File: config.mk
export PLATFORM = sky130hd
export DESIGN_NAME = core_inst_seq_flat
export DESIGN_NICKNAME = d
export VERILOG_FILES = /design/src/rtl/core_inst_seq_if.sv /design/src/rtl/core_inst_seq.sv /design/src/flat_wrapper.sv
export SDC_FILE = /design/constraint.sdc
export NUM_CORES = 1
export LEC_CHECK = 0
export ABC_AREA = 1
export ABC_CLOCK_PERIOD_IN_PS = 3750
export CORE_AREA = 2 2 65 67
export DETAILED_ROUTE_END_ITERATION = 8
export DIE_AREA = 0 0 67 69
export GPL_ROUTABILITY_DRIVEN = 0
export PLACE_DENSITY = 0.82
export SYNTH_ARGS = -nofsm -noshare
export SYNTH_HDL_FRONTEND = slang
export SYNTH_SLANG_ARGS = --single-unit
File: constraint.sdc
create_clock -name clk -period 3.75 [get_ports clk]
set_input_delay 0.9375 -clock clk [delete_from_list [all_inputs] [get_ports clk]]
set_output_delay 0.9375 -clock clk [all_outputs]
set_load 0.02 [all_outputs]
File: src/rtl/core_inst_seq_if.sv
// core_inst_seq_if: control/instruction bundle between the core_inst_seq
// sequencer and its environment (testbench or core wrapper).
//   start       env -> seq  one-cycle pass request
//   col_c_mode  env -> seq  combined-column normalization select (sampled with start)
//   fifo_valid  env -> seq  OFIFO has a full row at its head
//   inst        seq -> env  27-bit registered instruction word for core.inst
//   load_idx    seq -> env  mem_in vector index to present during vmem/nmem writes
//   busy        seq -> env  high outside IDLE
//   done        seq -> env  one-cycle end-of-pass pulse
interface core_inst_seq_if;
  logic        start;
  logic        col_c_mode;
  logic        fifo_valid;
  logic [26:0] inst;
  logic [3:0]  load_idx;
  logic        busy;
  logic        done;

  modport master (
    input  start, col_c_mode, fifo_valid,
    output inst, load_idx, busy, done
  );

  modport slave (
    output start, col_c_mode, fifo_valid,
    input  inst, load_idx, busy, done
  );
endinterface

File: src/rtl/core_inst_seq.sv
// core_inst_seq: instruction sequencer for core. A start pulse in IDLE runs
// one full pass: Q/K load, kernel load, execute, OFIFO drain into psum memory,
// then normalization sum and divide passes, ending with a one-cycle done.
// Ports:
//   clk    clock
//   reset  asynchronous, active-high reset
//   bus    core_inst_seq_if.master (start/col_c_mode/fifo_valid in;
//          inst/load_idx/busy/done out, all registered)
module core_inst_seq #(
  parameter int col = 8,
  parameter int nq  = 8,
  parameter int nk  = 8
) (
  input  logic              clk,
  input  logic              reset,
  core_inst_seq_if.master   bus
);

  typedef enum logic [3:0] {
    S_IDLE,
    S_LOADQ,
    S_LOADK,
    S_KLOAD,
    S_EXEC,
    S_DRAIN,
    S_SUM,
    S_DIV,
    S_DONE
  } state_t;

  // Counter is one bit wider than the address fields: EXEC/SUM/DIV run past
  // nq-1 (up to nq+2 = 18 cycles when nq=16). Addresses use the low 4 bits.
  localparam logic [4:0] NQ_LAST   = 5'(nq - 1);
  localparam logic [4:0] NK_LAST   = 5'(nk - 1);
  localparam logic [4:0] KLOAD_END = 5'(col);
  localparam logic [4:0] EXEC_END  = 5'(nq);
  localparam logic [4:0] NQ_W      = 5'(nq);
  localparam logic [4:0] COL_W     = 5'(col);

  state_t      state_q, state_d;
  logic [4:0]  i_q, i_d;
  logic        col_c_q, col_c_d;
  logic [26:0] inst_q, inst_d;
  logic [3:0]  load_idx_q, load_idx_d;
  logic        busy_q, busy_d;
  logic        done_q, done_d;
  logic [4:0]  norm_last;

  // Instruction word for a given (state, counter) pair; fv is the transfer
  // decision for DRAIN.
  function automatic logic [26:0] decode(input state_t s, input logic [4:0] i,
                                         input logic cc, input logic fv);
    logic [26:0] w;
    logic [4:0]  d;
    logic [4:0]  na;
    w  = '0;
    d  = cc ? 5'd2 : 5'd1;
    na = i - d;
    case (s)
      S_LOADQ: begin
        w[4]     = 1'b1;
        w[15:12] = i[3:0];
      end
      S_LOADK: begin
        w[2]     = 1'b1;
        w[15:12] = i[3:0];
      end
      S_KLOAD: begin
        if (i < COL_W) begin
          w[3]     = 1'b1;
          w[15:12] = i[3:0];
        end
        if (i >= 5'd1) w[6] = 1'b1;
      end
      S_EXEC: begin
        if (i < NQ_W) begin
          w[5]     = 1'b1;
          w[15:12] = i[3:0];
        end
        if (i >= 5'd1) w[7] = 1'b1;
      end
      S_DRAIN: begin
        if (fv) begin
          w[16]   = 1'b1;
          w[0]    = 1'b1;
          w[11:8] = i[3:0];
        end
      end
      S_SUM: begin
        w[17] = cc;
        if (i < NQ_W) begin
          w[1]    = 1'b1;
          w[11:8] = i[3:0];
        end
        if (i >= d) w[18] = 1'b1;
      end
      S_DIV: begin
        w[17] = cc;
        if (i < NQ_W) begin
          w[1]    = 1'b1;
          w[11:8] = i[3:0];
        end
        if (i >= d) begin
          w[19]    = 1'b1;
          w[20]    = 1'b1;
          w[22]    = 1'b1;
          w[26:23] = na[3:0];
        end
      end
      default: w = '0;
    endcase
    return w;
  endfunction

  // Outputs are decoded from the next state/counter so that they are
  // registered yet line up with the cycle the state is entered.
  always_comb begin
    state_d   = state_q;
    i_d       = i_q + 5'd1;
    col_c_d   = col_c_q;
    norm_last = col_c_q ? 5'(nq + 1) : 5'(nq);
    case (state_q)
      S_IDLE: begin
        i_d = '0;
        if (bus.start) begin
          state_d = S_LOADQ;
          col_c_d = bus.col_c_mode;
        end
      end
      S_LOADQ: if (i_q == NQ_LAST)   begin state_d = S_LOADK; i_d = '0; end
      S_LOADK: if (i_q == NK_LAST)   begin state_d = S_KLOAD; i_d = '0; end
      S_KLOAD: if (i_q == KLOAD_END) begin state_d = S_EXEC;  i_d = '0; end
      S_EXEC:  if (i_q == EXEC_END)  begin state_d = S_DRAIN; i_d = '0; end
      S_DRAIN: begin
        // The counter advances only on a cycle that actually carried a transfer.
        if (!inst_q[16])          i_d = i_q;
        else if (i_q == NQ_LAST) begin state_d = S_SUM; i_d = '0; end
      end
      S_SUM:   if (i_q == norm_last) begin state_d = S_DIV;  i_d = '0; end
      S_DIV:   if (i_q == norm_last) begin state_d = S_DONE; i_d = '0; end
      S_DONE:  begin state_d = S_IDLE; i_d = '0; end
      default: begin state_d = S_IDLE; i_d = '0; end
    endcase
    inst_d     = decode(state_d, i_d, col_c_d, bus.fifo_valid);
    load_idx_d = (state_d == S_LOADQ || state_d == S_LOADK) ? i_d[3:0] : '0;
    busy_d     = (state_d != S_IDLE);
    done_d     = (state_d == S_DONE);
  end

  always_ff @(posedge clk or posedge reset) begin
    if (reset) begin
      state_q    <= S_IDLE;
      i_q        <= '0;
      col_c_q    <= 1'b0;
      inst_q     <= '0;
      load_idx_q <= '0;
      busy_q     <= 1'b0;
      done_q     <= 1'b0;
    end else begin
      state_q    <= state_d;
      i_q        <= i_d;
      col_c_q    <= col_c_d;
      inst_q     <= inst_d;
      load_idx_q <= load_idx_d;
      busy_q     <= busy_d;
      done_q     <= done_d;
    end
  end

  assign bus.inst     = inst_q;
  assign bus.load_idx = load_idx_q;
  assign bus.busy     = busy_q;
  assign bus.done     = done_q;

endmodule

File: src/flat_wrapper.sv
// flat-port wrapper written by rule: the top's interface ports become plain ports
module core_inst_seq_flat 
#(
  parameter int col = 8,
  parameter int nq  = 8,
  parameter int nk  = 8
)
  (clk, reset, bus_start, bus_col_c_mode, bus_fifo_valid, bus_inst, bus_load_idx, bus_busy, bus_done);
  core_inst_seq_if bus_i ();
  input  logic clk;
  input  logic reset;
  input wire logic [$bits(bus_i.start)-1:0] bus_start;
  input wire logic [$bits(bus_i.col_c_mode)-1:0] bus_col_c_mode;
  input wire logic [$bits(bus_i.fifo_valid)-1:0] bus_fifo_valid;
  output wire logic [$bits(bus_i.inst)-1:0] bus_inst;
  output wire logic [$bits(bus_i.load_idx)-1:0] bus_load_idx;
  output wire logic [$bits(bus_i.busy)-1:0] bus_busy;
  output wire logic [$bits(bus_i.done)-1:0] bus_done;
  assign bus_i.start = bus_start;
  assign bus_i.col_c_mode = bus_col_c_mode;
  assign bus_i.fifo_valid = bus_fifo_valid;
  assign bus_inst = bus_i.inst;
  assign bus_load_idx = bus_i.load_idx;
  assign bus_busy = bus_i.busy;
  assign bus_done = bus_i.done;
  core_inst_seq #(.col(col), .nq(nq), .nk(nk)) u_core (.clk(clk), .reset(reset), .bus(bus_i));
endmodule
Word-level counts from Yosys, hierarchy flattened
Cells that the tools add are included.
{"block": "totals", "out_inout_bits": 33, "inputBits": 5, "reg_bits": 42}
{"block": "op_classes", "n_reduce_logical": 9, "order_cmp": 3, "eq_ne": 18, "addsub": 2, "mux": 42}
{"cell": "$mux 4", "n": 12}
{"cell": "$eq 4x3->1 const B", "n": 8}
{"cell": "$pmux 4 s8", "n": 1}
{"cell": "$mux 5", "n": 6}
{"cell": "$pmux 5 s4", "n": 1}
{"cell": "$mux 1", "n": 17}
{"cell": "$eq 4x2->1 const B", "n": 4}
{"cell": "$pmux 4 s2", "n": 2}
{"cell": "$reduce_or 2->1", "n": 6}
{"cell": "$eq 4x1->1 const B", "n": 2}
{"cell": "$mux 2", "n": 3}
{"cell": "$add 5x1->5 const B", "n": 1}
{"cell": "$eq 5x3->1 const B", "n": 1}
{"cell": "$eq 5x4->1 const B", "n": 1}
{"cell": "$eq 5x5->1", "n": 1}
{"cell": "$ge 5x1->1 const B", "n": 1}
{"cell": "$ge 5x2->1", "n": 1}
{"cell": "$lt 5x4->1 const B", "n": 1}
{"cell": "$eq 4x4->1 const B", "n": 1}
{"cell": "$logic_not 4->1", "n": 1}
{"cell": "$reduce_bool 4->1", "n": 1}
{"cell": "$sub 4x4->4", "n": 1}
{"cell": "$logic_or 1x1->1", "n": 1}

Logic depth before layout (Yosys ltp)
Gate-level depths: netlist of run 1.
{"block": "logic_depth", "ltp_word": 7, "ltp_mapped": 17, "depth_no_buf": 17}

Worst setup path after synthesis of run 1
Ideal clock, no wire load.
{"block": "synth_timing", "path_kind": "input -> register", "start": "input port bus_start", "end": "register u_core.inst_q[26] (netlist: u_core.bus.inst[26])", "path_slack_ps": 1119, "arrival_ps": 2512, "stages": 11, "path_buffers": 0, "setup_time_ps": 120, "cell_sequence": "nand2_1 nor2_1 inv_1 o21ai_0 ha_1 a21oi_1 inv_1 nor3_2 nand4_1 nand2_2 nor2_1"}
{"block": "synth_between", "elab_chain_len": 6, "elab_cells_between_ends": 10}
{"item": "from (decl)", "line": "flat_wrapper.sv:12", "rtl": "input wire logic [$bits(bus_i.start)-1:0] bus_start;"}
{"item": "$mux 1", "line": "core_inst_seq.sv:125", "rtl": "if (bus.start) begin"}
{"item": "$mux 1", "line": "core_inst_seq.sv:122", "rtl": "case (state_q)"}
{"item": "$mux 2", "line": "core_inst_seq.sv:57", "rtl": "d = cc ? 5'd2 : 5'd1;"}
{"item": "$sub 4x4->4 or $ge 5x2->1 (tied branches)", "line": "core_inst_seq.sv:58, core_inst_seq.sv:103"}
{"item": "$mux 5", "line": "core_inst_seq.sv:103", "rtl": "if (i >= d) begin"}
{"item": "$mux 5 *", "line": "core_inst_seq.sv:59", "rtl": "case (s)"}
{"item": "via u_core.inst_d[26]", "line": "core_inst_seq.sv:43", "rtl": "logic [26:0] inst_q, inst_d;"}
{"item": "to (signal assigned)", "line": "core_inst_seq.sv:163", "rtl": "inst_q <= inst_d;"}
{"item": "to (decl)", "line": "core_inst_seq.sv:43"}
The timed path passes the listed nets; every way through them passes the cells marked *.

Worst setup path in the final report of run 1
{"block": "layout_timing", "start": "input port bus_start", "end": "register u_core.inst_q[22] (netlist: u_core.bus.inst[22])"}
{"block": "layout_between", "elab_chain_len": 6, "elab_cells_between_ends": 9}
{"item": "$mux 1", "line": "core_inst_seq.sv:125"}
{"item": "$mux 1", "line": "core_inst_seq.sv:122"}
{"item": "$mux 2", "line": "core_inst_seq.sv:57"}
{"item": "$ge 5x2->1", "line": "core_inst_seq.sv:103"}
{"item": "$mux 5", "line": "core_inst_seq.sv:103"}
{"item": "$mux 5 *", "line": "core_inst_seq.sv:59"}
Mark *: on every way between the ends. The rest lies on a longest branch, timed or not.

==> impl_results.rst, run 1 <==
.. list-table::
   :header-rows: 1

   * - Metric
     - Value
   * - Critical-path maximum fanout
     - 5
   * - Dpl ws
     - about 0.32 ns
   * - Total die area
     - 4620 um^2
   * - Vias after detailed routing
     - between 1,500 and 2,000
   * - Placement row count
     - 23
   * - Ys Warns
     - 0
   * - Switching power
     - 1.23 mW
   * - Dominant cell type by area after synthesis
     - dfrtp_1
   * - Required time reported for the critical path endpoint
     - 3.94 ns
   * - Max Buffers Root-to-Sink
     - 2
   * - Antenna violations before repair
     - 0
   * - Multi-input combinational cell area
     - about 940 um^2
   * - Clock latency on the worst-skew pair
     - 0.29 ns
   * - Antenna diode count
     - 0
   * - Compound-gate portion of the synthesized area
     - a little under 4%
   * - Placed Instances
     - about 340
   * - Post-layout minimum cycle time
     - slightly above 3 ns
   * - Net count of the mapped netlist
     - 264
   * - Combinational Power Share
     - between 60% and 70%
   * - Proportion of power drawn by the clock network
     - between 10% and 20%
   * - RSZ-0062 raised after global routing
     - false
   * - Pins over their slew limit
     - 0
   * - Achievable Freq
     - 323 MHz
   * - Clk sinks
     - 39
   * - Global router's overall resource usage
     - a little over a fifth
   * - Total detailed-routing wirelength
     - 4.57 mm
   * - Non-Filler Instances
     - 344
   * - List of most frequent post-synthesis cells
     - nand2_1, inv_1, dfrtp_1
   * - Signal arrival time at the worst endpoint
     - 3.29 ns
   * - Most used flip-flop cell after synthesis
     - dfrtp_1
   * - Std-Cell Core Area
     - 3910 um^2
   * - Kind of critical path
     - input port to flip-flop
   * - Number of library cell types mapped by synthesis
     - 34
   * - CTS tree
     - done
   * - Num CTS Buffers
     - 5
   * - Type of the worst min-delay path
     - flip-flop to flip-flop
   * - Initial core utilization
     - a little over half
   * - FF/Latch Area
     - 976 um^2
   * - Overall power consumption
     - 2.58 mW
   * - Crit share post-route
     - 82.7%
   * - Clock transition at the registers of the reported paths
     - 0.08 ns
   * - Detailed router's first-iteration violation count
     - 122
   * - Cell count after synthesis
     - 254
   * - Placed instance area
     - 2510 um^2
   * - Via density per instance
     - 5.06
   * - Wire length of the first global-routing pass
     - just under 8 mm
   * - Wire length per cell
     - about 13 um
   * - Worst setup EP type
     - flip-flop
   * - Power Density
     - roughly 1000 nW/um^2
   * - Multiplexer area fraction after synthesis
     - 0%
   * - Share of cells above drive strength 1
     - around 15%
   * - Final design area excluding fillers
     - roughly 2600 um^2
   * - Synthesized flop and latch total
     - 39
   * - Placed wire-length estimate
     - approximately 3.4 mm
   * - Slew at the pin closest to its max-slew limit
     - about 0.6 ns
   * - Cell Area, Synth
     - about 2100 um^2
   * - Antenna-violating nets left
     - 0
   * - Remaining global-route overflow
     - 0
   * - Sw Ratio
     - a little under half
   * - # fillers
     - about 350
   * - # resized after CTS
     - 0
   * - Max-cap violations
     - 0
   * - Final total negative setup slack
     - 0 ns
   * - Synth Area in XOR/XNOR
     - 1.24%
   * - Largest net degree at the start of global routing
     - 40
   * - Largest family of logic cells by synthesized area
     - simple AND/OR/NAND/NOR gates
   * - Share of async-settable or async-resettable flops after synthesis
     - 100%
   * - Via count of the first global-routing pass
     - 1,686
   * - Synth Area in Adders
     - 3.32%
   * - DRC violation count after routing
     - 0
   * - Hold-critical path depth
     - 1
   * - EDFF count, synth
     - 0
   * - Net count, final
     - ~300
   * - Number of buffers added for setup after CTS
     - 0
   * - Horizontal extent of the die
     - 67 um
   * - Most numerous cell in the Yosys netlist
     - nand2_1
   * - Path depth of the worst reg2reg path
     - 17
   * - Hold-fix buffers, CTS
     - 0
   * - Post-Synth Simple-Gate Area
     - 35.9%
   * - Final hold violation count
     - 0
   * - Critical Path Source Type
     - input port
   * - Count of final setup violators
     - 0
   * - Worst-case headroom to the max-slew limit
     - roughly 60%
   * - Number of H-tree levels
     - 2
   * - Die height
     - ~69 um
   * - Drt first pass iters
     - 4
   * - Internal cell power
     - ~1.3 mW
   * - Part of the Yosys area used for sequential elements
     - ~46%
   * - Clock skew
     - about 0.0051 ns
   * - Root buffer selected by CTS
     - clkbuf_8
   * - Cell types occupying the most area after synthesis
     - dfrtp_1, nand2_1, inv_1, nand3_1, nor2_1
   * - Area added between synthesis and finish
     - 24.0%
   * - Ports placed on the boundary
     - 38
   * - Share of Yosys cell area claimed by the top area cell type
     - between 40% and 50%
   * - Worst-case setup margin in the final layout
     - 0.650 ns
   * - Leakage power figure
     - 1.39 nW
   * - Synthesized area divided by synthesized cell count
     - roughly 8.3 um^2
   * - Outcome
     - complete, no violations
   * - Portion of total power attributed to sequential cells
     - approximately 25%
   * - Maximum vdd drop
     - 0.000569 V
   * - Quantity of I/O buffers inserted on ports
     - 36
-- final cells by class --
cell class	count	area share (%)
Inverter	43	6.16
Multi-Input combinational cell	167	35.9
Clock buffer	5	2.63
Tap cell	50	2.39
Clock inverter	3	1.67
Sequential cell	39	37.2
Timing Repair Buffer	37	14.0
-- cell families after synthesis --
| logic type | count (synthesis) |
|---|---|
| and+or+nand+nor | 146 |
| buffers and inverters | 48 |
| DFF | 39 |
| AOI/OAI and AO/OA | 12 |
| adders and majority gates | 5 |
| xor gates and xnor gates | 3 |
| other | 1 |
-- flip-flops by register name (all words and copies together), names as in the netlist --
signal and flops:
u_core.i_q 5, u_core.bus.busy 1, u_core.state_q 4, u_core.bus.done 1, u_core.bus.load_idx 4, u_core.bus.inst 23, u_core.col_c_q 1
-- routing by layer --
| metal | global-route usage [%] | vias up | share of wire, % |
|---|---|---|---|
| li1 | - | 861 | - |
| met1 | 29.1 | 795 | 41 |
| met2 | 35.4 | 69 | 49 |
| met3 | 3.43 | 14 | 6.6 |
| met4 | 8.84 | 0 | 2.7 |
| met5 | 0 | - | 0 |
-- power groups by stage --
stage | logic [mW] | registers (mW) | clock network (mW)
after detailed placement | 1.57 | 0.652 | 0
after floorplan | 1.06 | 0.737 | 0
after global placement | 1.52 | 0.649 | 0
after CTS | 1.58 | 0.645 | 0.347
final | 1.58 | 0.646 | 0.345
after global routing | 1.75 | 0.662 | 0.366
-- critical path, stage by stage --
cell             delay, ns
clkdlybuf4s50_1       0.45
nand2_1               0.05
nor2_1                0.12
inv_1                 0.09
o21ai_0               0.49
ha_1                  0.35
a21oi_1               0.21
inv_1                 0.07
nor3_2                0.18
nand4_1               0.14
nand2_2               0.14
inv_1                 0.06
-- placed cells by master, fill, tap and decap left out, types with 4 or more instances in the layout --
cell             synthesis  final
nand2_1                 57     57
nand2_2                  7      7
nor2_1                  26     26
nand3_2                  4      4
nor3_1                   5      5
nor2_4                   7      7
clkdlybuf4s50_1          0     36
inv_1                   41     41
nor2_2                   5      5
clkbuf_8                 0      5
nand3_1                 21     21
nand4_1                  4      4
ha_1                     4      4
dfrtp_1                 39     39
-- metrics by stage --
| stage | util, % | hold slack, ns |
|---|---|---|
| 2_1_floorplan | - | 0.546 |
| 3_3_place_gp | 64.1 | 0.640 |
| 3_5_place_dp | 64.1 | 0.633 |
| 4_1_cts | 67.0 | 0.645 |
| 5_1_grt | 67.0 | 0.689 |
| 6_report | 67.0 | 0.655 |
-- worst paths after layout --
kind	startpoint	end	slack (ns)
hold / removal	u_core.i_q[0]	u_core.bus.load_idx[0]	0.66
setup reg to reg	u_core.i_q[0]	u_core.bus.inst[22]	0.79
setup / recovery	bus_start	u_core.bus.inst[22]	0.65
min in group asynchronous	reset	u_core.bus.inst[9]	1.05
hold reg to reg	u_core.i_q[0]	u_core.bus.load_idx[0]	0.66
max in group asynchronous	reset	u_core.state_q[1]	2.38
No activity file was read; power rests on OpenSTA's default activity.
==> run 2, diff against run 1 <==
Settings changed: ABC_CLOCK_PERIOD_IN_PS 3750 to 2800, CORE_AREA 2 2 65 67 to 2 2 71 73, DIE_AREA 0 0 67 69 to 0 0 73 75, PLACE_DENSITY 0.82 to 0.73.
Clock period 3.75 ns to 2.8 ns, I/O delays scaled along.
==> impl_results.rst, run 2 (synthesized netlist as in run 1, its figures left out) <==
.. list-table::
   :header-rows: 1

   * - Metric
     - Value
   * - Max-cap violations
     - 0 (unchanged)
   * - Placed wire-length estimate
     - 3.50 mm (+1.8%)
   * - Placement row count
     - 25 (+8.7%)
   * - Global router's overall resource usage
     - 18.5% (-3.5 points)
   * - DRC violation count after routing
     - 0 (unchanged)
   * - Clock latency on the worst-skew pair
     - 0.29 ns (about the same)
   * - Achievable Freq
     - roughly 390 MHz
   * - Outcome
     - complete, no violations
   * - Internal cell power
     - 1.82 mW (+36%)
   * - Quantity of I/O buffers inserted on ports
     - 36 (unchanged)
   * - Pins over their slew limit
     - 0 (unchanged)
   * - Hold-fix buffers, CTS
     - 0 (unchanged)
   * - FF/Latch Area
     - 977 um^2 (+0.13%)
   * - Ports placed on the boundary
     - 38 (unchanged)
   * - Share of cells above drive strength 1
     - 17.9% (+2.9 points)
   * - Total die area
     - 5480 um^2 (+18%)
   * - Max Buffers Root-to-Sink
     - 2 (unchanged)
   * - Via count of the first global-routing pass
     - 1,683 (-0.18%)
   * - Commonest non-fill, non-tap cells in the layout
     - nand2_1, inv_1, dfrtp_1
   * - Antenna violations before repair
     - 0 (unchanged)
   * - Largest net degree at the start of global routing
     - 40 (unchanged)
   * - Remaining global-route overflow
     - 0 (unchanged)
   * - Crit share post-route
     - between 90% and 100%
   * - Final hold violation count
     - 0 (unchanged)
   * - Sw Ratio
     - 47.5% (-0.43 points)
   * - Required time reported for the critical path endpoint
     - 2.98 ns (-0.96 ns)
   * - Signal arrival time at the worst endpoint
     - 2.77 ns (-0.52 ns)
   * - Combinational Power Share
     - 64.5% (+3.0 points)
   * - # fillers
     - 430 (+24%)
   * - Portion of total power attributed to sequential cells
     - 24.7% (-0.4 points)
   * - CTS tree
     - done
   * - Clock transition at the registers of the reported paths
     - 0.08 ns (about the same)
   * - Number of H-tree levels
     - 2 (unchanged)
   * - Via density per instance
     - 4.84 (-4.2%)
   * - Critical Path Source Type
     - input port
   * - Worst slack on hold paths
     - 0.657 ns (+0.00151 ns)
   * - Vias after detailed routing
     - 1,724 (-0.86%)
   * - Proportion of power drawn by the clock network
     - 10.8% (-2.6 points)
   * - Leakage power figure
     - 1.41 nW (+1.2%)
   * - Clock skew
     - 0.00538 ns (+0.000290 ns)
   * - Antenna diode count
     - 0 (unchanged)
   * - Critical Path Most Common Cell
     - nor2_1
   * - Std-Cell Core Area
     - 4660 um^2 (+19%)
   * - Root buffer selected by CTS
     - clkbuf_8
   * - Clk sinks
     - 39 (unchanged)
   * - Switching power
     - 1.65 mW (+33%)
   * - Initial core utilization
     - 45.3% (-8.7 points)
   * - Worst setup EP type
     - flip-flop
   * - Count of final setup violators
     - 0 (unchanged)
   * - Type of the worst min-delay path
     - flip-flop to flip-flop
   * - Critical-path maximum fanout
     - 5 (unchanged)
   * - Num CTS Buffers
     - 5 (unchanged)
   * - Detailed router's first-iteration violation count
     - 128 (+4.9%)
   * - RSZ-0062 raised after global routing
     - false
   * - Cell with the biggest individual delay on the critical path
     - clkdlybuf4s50_1
   * - List of cells traversed by the critical path
     - clkdlybuf4s50_1 -> nand2_1 -> nor2_1 -> or2_2 -> o21ai_0 -> buf_4 -> ha_1 -> a21oi_1 -> inv_1 -> nor3_2 -> nand4_1 -> nand2_2 -> nor2_1
   * - Power Density
     - 1300 nW/um^2 (+33%)
   * - Net count, final
     - 311 (+2.6%)
   * - Critical Path Max Stage Delay
     - 0.45 ns (-0.04 ns)
   * - Drt first pass iters
     - 6 (+2)
   * - Wire length per cell
     - 12.6 um (-5.2%)
   * - Wire length of the first global-routing pass
     - 7.59 mm (-2.0%)
   * - Most frequent standard cell in the layout excluding fill and tap cells
     - nand2_1
   * - Area added between synthesis and finish
     - 26.1%
   * - Kind of critical path
     - input port to flip-flop
   * - Multi-input combinational cell area
     - 941 um^2 (unchanged)
   * - Max reg flops
     - 23 (unchanged)
   * - Total detailed-routing wirelength
     - 4.48 mm (-1.9%)
   * - Antenna-violating nets left
     - 0 (unchanged)
   * - Die height
     - 75 um (+8.7%)
   * - Maximum vdd drop
     - 0.000993 V (+75%)
   * - Horizontal extent of the die
     - 73 um (+9.0%)
   * - Post-layout minimum cycle time
     - approximately 2.6 ns
   * - Post-layout utilization of the core
     - 57.2% (-9.8 points)
[run 2: cell count changes in the layout (fill, tap and decap cells not counted), sizes merged]
cell,before,now
buf,1,9
clkinv,2,1
clkinvlp,0,2
bufinv,1,0
[run 2: worst max-delay path: cells and delay by family]
kind	cells	cell delay, ns
AOI/OAI and AO/OA	2	0.26
buffers and inverters	3	0.67
and+or+nand+nor	7	0.84
adders and majority gates	1	0.30
[run 2: final timing paths]
check | cells after the start | start | endpoint | slack (ns)
min reg2reg | 2 | u_core.i_q[0] | u_core.bus.load_idx[0] | 0.66
max | 13 | bus_start | u_core.bus.inst[25] | 0.21
max in group asynchronous | 3 | reset | u_core.i_q[0] | 1.64
max reg2reg | 14 | u_core.i_q[0] | u_core.bus.inst[25] | 0.27
min | 2 | u_core.i_q[0] | u_core.bus.load_idx[0] | 0.66
min in group asynchronous | 3 | reset | u_core.bus.inst[6] | 0.81
[run 2: metal layers]
layer | global-route usage [%] | part of all wire, %
met4 | 6.38 | 1.7
met1 | 23.5 | 44
met5 | 0 | 0
met2 | 30.4 | 48
met3 | 4.95 | 6.0
[run 2: power groups by stage]
stage	combinational, mW	clock [mW]	sequential, mW
2_1_floorplan	1.42	0	0.987
3_3_place_gp	2.21	0	0.867
3_5_place_dp	2.23	0	0.868
4_1_cts	2.25	0.382	0.856
5_1_grt	2.49	0.406	0.881
6_report	2.24	0.373	0.858
[run 2: metrics by stage]
step	area, um^2	power (mW)	setup TNS [ns]	cells	setup slack [ns]
after CTS	2660	3.49	0	356	0.200
after global placement	2570	3.08	-0.293	348	-0.0543
after global routing	2660	3.78	0	356	0.0282
after floorplan	2110	2.41	0	254	0.376
final	2660	3.47	0	356	0.212
after detailed placement	2570	3.10	-0.476	348	-0.0877
[run 2: final cells by class]
cell class | instances | share of cell area [%]
sequential | 39 | 36.7
multi-input combinational | 167 | 35.3
timing repair buffer | 45 | 16.1
inverter | 43 | 6.06
clock buffer | 5 | 2.58
tap | 54 | 2.54
clock inverter | 3 | 0.752
[run 2: repair_timing]
item,4_1_cts,5_1_grt
endpoints found under the hold margin,0,0
setup buffers,0,0
setup endpoints to repair,0,5
resized for setup,0,2
